### config.mk
export PLATFORM = sky130hd
export DESIGN_NAME = bcd_conv_seq
export DESIGN_NICKNAME = d
export VERILOG_FILES = /design/src/rtl/bcd_conv_seq.sv
export SDC_FILE = /design/constraint.sdc
export NUM_CORES = 1
export LEC_CHECK = 0
export CORE_MARGIN = 5
export CORE_UTILIZATION = 35
export DETAILED_ROUTE_END_ITERATION = 10
export GPL_TIMING_DRIVEN = 0
export PLACE_DENSITY = 0.61
export SYNTH_ARGS = -nofsm -noshare
export SYNTH_HDL_FRONTEND = slang
export SYNTH_SLANG_ARGS = --single-unit
### constraint.sdc
create_clock -name CLK -period 1.9 [get_ports CLK]
set_input_delay 0.475 -clock CLK [delete_from_list [all_inputs] [get_ports CLK]]
set_output_delay 0.475 -clock CLK [all_outputs]
set_load 0.01 [all_outputs]
### src/rtl/bcd_conv_seq.sv
// Sequential binary-to-BCD converter (shift-add-3), one input bit per clock.
// START/DONE handshake matches the upstream divider; the last result is held while converting.
module bcd_conv_seq #(
    parameter int unsigned LEN    = 16,
    parameter int unsigned DIGITS = 5
) (
    input  logic                  CLK,
    input  logic                  RST,
    input  logic                  START,
    input  logic [LEN-1:0]        BIN,
    output logic                  DONE,
    output logic [4*DIGITS-1:0]   BCD,
    output logic [DIGITS-1:0]     BLANK
);

    localparam int unsigned SLEN = $clog2(LEN + 1);
    localparam int unsigned CW   = SLEN + 1;
    localparam int unsigned BW   = 4 * DIGITS;

    function automatic logic [127:0] pow10(input int unsigned n);
        logic [127:0] r;
        r = 128'd1;
        for (int unsigned i = 0; i < n; i++) begin
            r = r * 128'd10;
        end
        return r;
    endfunction

    localparam logic [127:0] MAXV = (128'd1 << LEN) - 128'd1;

    if (!(pow10(DIGITS) > MAXV)) begin : g_digits_too_few
        $error("bcd_conv_seq: DIGITS too small to hold 2**LEN-1");
    end

    typedef enum logic {
        IDLE = 1'b0,
        RUN  = 1'b1
    } state_t;

    state_t              state_q, state_d;
    logic [CW-1:0]       count_q, count_d;
    logic [LEN-1:0]      sh_bin_q, sh_bin_d;
    logic [BW-1:0]       sh_bcd_q, sh_bcd_d;
    logic [BW-1:0]       bcd_q, bcd_d;
    logic [DIGITS-1:0]   blank_q, blank_d;

    logic [BW-1:0]       adj;
    logic [BW+LEN-1:0]   shifted;
    logic [BW-1:0]       step_bcd;
    logic [LEN-1:0]      step_bin;
    logic [DIGITS-1:0]   step_blank;
    logic                zero_run;

    // One double-dabble step: per-nibble add-3 (no carry between digits), then shift.
    always_comb begin
        adj = '0;
        for (int unsigned i = 0; i < DIGITS; i++) begin
            if (sh_bcd_q[4*i +: 4] >= 4'd5) begin
                adj[4*i +: 4] = sh_bcd_q[4*i +: 4] + 4'd3;
            end else begin
                adj[4*i +: 4] = sh_bcd_q[4*i +: 4];
            end
        end
        shifted  = {adj, sh_bin_q} << 1;
        step_bcd = shifted[BW+LEN-1 -: BW];
        step_bin = shifted[LEN-1:0];
    end

    // Leading-zero mask, scanned from the most significant digit down; digit 0 never blanks.
    always_comb begin
        step_blank = '0;
        zero_run   = 1'b1;
        for (int unsigned k = 0; k < DIGITS; k++) begin
            zero_run = zero_run & (step_bcd[4*(DIGITS-1-k) +: 4] == 4'd0);
            step_blank[DIGITS-1-k] = zero_run & (k != DIGITS - 1);
        end
    end

    always_comb begin
        state_d  = state_q;
        count_d  = count_q;
        sh_bin_d = sh_bin_q;
        sh_bcd_d = sh_bcd_q;
        bcd_d    = bcd_q;
        blank_d  = blank_q;
        if (START) begin
            state_d  = RUN;
            count_d  = CW'(LEN);
            sh_bin_d = BIN;
            sh_bcd_d = '0;
        end else if (state_q == RUN) begin
            sh_bin_d = step_bin;
            sh_bcd_d = step_bcd;
            count_d  = count_q - CW'(1);
            if (count_q == CW'(1)) begin
                state_d = IDLE;
                bcd_d   = step_bcd;
                blank_d = step_blank;
            end
        end
    end

    always_ff @(posedge CLK) begin
        if (RST) begin
            state_q  <= IDLE;
            count_q  <= '0;
            sh_bin_q <= '0;
            sh_bcd_q <= '0;
            bcd_q    <= '0;
            blank_q  <= ~DIGITS'(1);
        end else begin
            state_q  <= state_d;
            count_q  <= count_d;
            sh_bin_q <= sh_bin_d;
            sh_bcd_q <= sh_bcd_d;
            bcd_q    <= bcd_d;
            blank_q  <= blank_d;
        end
    end

    assign DONE  = (state_q == IDLE);
    assign BCD   = bcd_q;
    assign BLANK = blank_q;

endmodule

==> flow_summary.yaml <==
run_status:
  run_status: "complete, but fails checks"
  failed_checks: "negative setup slack"
power_and_ir_drop:
  finalPower_mw: 2.86
  power_frac_clock_pct: 38.1
  powerDensity_nw_per_um2: 689
  sw_frac_of_total_pct: 25.9
  peakVddDrop_mv: 0.326
  p_leak_nw: 1.58
  combPwrFrac_pct: 10.6
  p_seq_share_pct: 51.3
  switchingPower_mw: 0.743
  intPower_mw: 2.12
worst_setup_path:
  cp_data_arrival_time_ps: 2240
  max_stage_delay_ps: 460
  cp_cell_sequence: "inv_2 > ha_4 > or4b_4 > or3_4 > a211oi_4 > nand3_2 > o31ai_2"
  end_kind: "flip-flop"
  crit_fanout: 6
  path_class: "flip-flop to flip-flop"
  required_ps: 2170
  slowest_stage: "or4b_4"
  startpoint_type: "flip-flop"
final_layout:
  layout.cells.non_filler: 555
  drive_above_1_share_pct: 15.0
  multi_input_area_um2: 1740
  seq_area_um2: 1350
  final_cell_mix: "64 x dfxtp_1, 64 x nor2_1, 42 x a21oi_1"
  final_nets: 473
  n_fill_cell: 875
  antenna_cells: 0
  areaGrowthSynthToFinish_pct: 32.8
place:
  gp_congestion: 0.793
  io_buffers: 41
  place_ws_ps: -333
  place_inst: 523
  hpwl_mm: 5.33
timing:
  tightest_slew_ps: 739
  skew_ps: 11.7
  period_needed_ps: 1970
  finalCritPeriodShare_pct: 104
  rsz0062_at_grt: "true"
  setup_viol: 7
  setup_ws_ps: -67.9
  whs_ps: 456
  max_freq_mhz: 508
  drv_slew: 0
  fin_setup_tns_ps: -163
  hold_viol: 0
  slew_headroom_pct: 50.8
hold_path:
  hp-class: "flip-flop to flip-flop"
logic_synthesis:
  synth.top_cell.area_share_pct: 42.9
  ys_seq_elements: 67
  yosysTopAreaCell: "dfxtp_1"
  avgSynthCellArea_um2: 8.37
  yosys_warnings: 0
  seq_area_frac_synth_pct: 42.9
  syn_nets: 405
  synthCells: 374
  synth_cell_type_count: 34
  yosys-top-cells-area: "dfxtp_1 43%, mux2i_1 11%, a21oi_1 7.8%"
  synth_area_um2: 3130
global_routing:
  grt_pass1_wl_mm: 12.6
  grt_overflow: 0
  grt_max_degree: 12
  antenna_found_initial: 0
  track_usage_pct: 14.1
  grt_pass1_vias: 2656
clock_tree:
  htree_levels: 3
  cts.clk_slew.worst_paths_ps: 80
  clock_latency_ps: 350
  root_buffer: "clkbuf_8"
  clock_path_buffers: 2
  cts-buffers-inserted: 9
  ctsHoldBuffers: 0
  cts_tree: "done"
  clock-sinks: 67
floorplan:
  die_w_um: 105
  coreArea_um2: 8720
  start_util_pct: 35.9
  die_h_um: 105
  core.rowCount: 34
  ioPinCount: 45
  dieArea_um2: 10900
route:
  viasPerCell: 4.92
  ant_nets: 0
  drcViolationCount: 0
  drtIter0Drc: 75
  via_count: 2731
  wirelength_mm: 7.77
  drtPass1Iterations: 4
  wire_per_inst_um: 14.0
job:
  drv_cap: 0
-- worst max-delay path: cells and delay by family, from the launching register on --
family	cells	cell delay (ps)
buffers and inverters	1	70
AND/OR/NAND/NOR	3	1000
AO/OA/AOI/OAI	2	400
flip-flops	1	330
adder cells (fa/ha/maj)	1	110
-- routing by layer --
| layer | vias up | part of all wire (%) | track usage, % |
|---|---|---|---|
| li1 | 1393 | - | - |
| met1 | 1280 | 46 | 17.3 |
| met2 | 48 | 48 | 23.6 |
| met3 | 10 | 4.2 | 3.76 |
| met4 | 0 | 1.6 | 5.27 |
| met5 | - | 0 | 0 |
-- sequential cells by signal (all words and copies together), names as in the netlist --
| signal | cells |
|---|---|
| count_q | 6 |
| state_q | 1 |
| sh_bin_q | 16 |
| BCD | 20 |
| BLANK | 4 |
| sh_bcd_q | 20 |
-- power by group through the flow --
stage / registers (mW) / clock network, mW / logic, mW
floorplan: 1.49 / 0 / 0.185
global placement: 1.50 / 0 / 0.274
detailed placement: 1.50 / 0 / 0.278
CTS: 1.47 / 1.11 / 0.291
global route: 1.47 / 1.18 / 0.334
finish: 1.47 / 1.09 / 0.304
-- cell type report --
type	count	area share, %
sequential	67	32.4
clock buffer	12	3.73
buffer	22	3.31
tap	108	3.25
inverter	14	1.26
clock inverter	4	0.602
timing repair buffer	58	13.6
multi-input combinational	270	41.9
-- path summary, 6_finish.rpt --
check	cells after the start	startpoint	endpoint	slack (ps)
hold / removal	2	BCD[0]	BCD[0]	460
setup / recovery	7	count_q[1]	BLANK[1]	-70
hold reg to reg	2	BCD[0]	BCD[0]	460
setup reg to reg	7	count_q[1]	BLANK[1]	-70
-- what timing repair did --
| item | in CTS | in global routing |
|---|---|---|
| pin swaps | 0 | 6 |
| gates cloned | 0 | 2 |
| gates resized for setup | 16 | 27 |
| buffers inserted | 9 | 6 |
| endpoints found under the setup margin | 26 | 27 |
-- Yosys cell counts --
library cell	count
clkbuf_1	15
nand3_1	4
or4b_4	1
o31ai_2	1
nor2_1	64
o21ai_0	10
a311oi_1	1
a211o_1	1
o21ai_1	2
and2_1	2
nand4_1	1
and3_1	2
buf_6	1
a21oi_1	49
xnor2_1	8
conb_1	1
buf_2	2
nand2_1	40
buf_4	1
nor3_1	4
or3_1	1
nand2b_1	6
buf_1	4
ha_1	12
mux2i_1	35
inv_1	14
xor2_1	2
dfxtp_1	67
a211oi_1	12
nor3b_1	6
a211oi_4	1
and3b_1	2
or2_2	1
nand3_2	1
-- cell families after synthesis --
family	share of synthesized area, %
buffers and inverters	4.88
adders and majority gates	4.80
muxes	11.2
and+or+nand+nor	19.1
DFF	42.9
other	0.120
xor gates and xnor gates	2.80
AOI/OAI and AO/OA	14.2
-- through the flow --
| step | utilization [%] | cell area, µm² |
|---|---|---|
| floorplan | - | 3130 |
| global placement | 42.2 | 3680 |
| detailed placement | 42.2 | 3680 |
| CTS | 45.6 | 3980 |
| global route | 47.6 | 4160 |
| finish | 47.6 | 4160 |
Power figures use the tool's default switching activity.
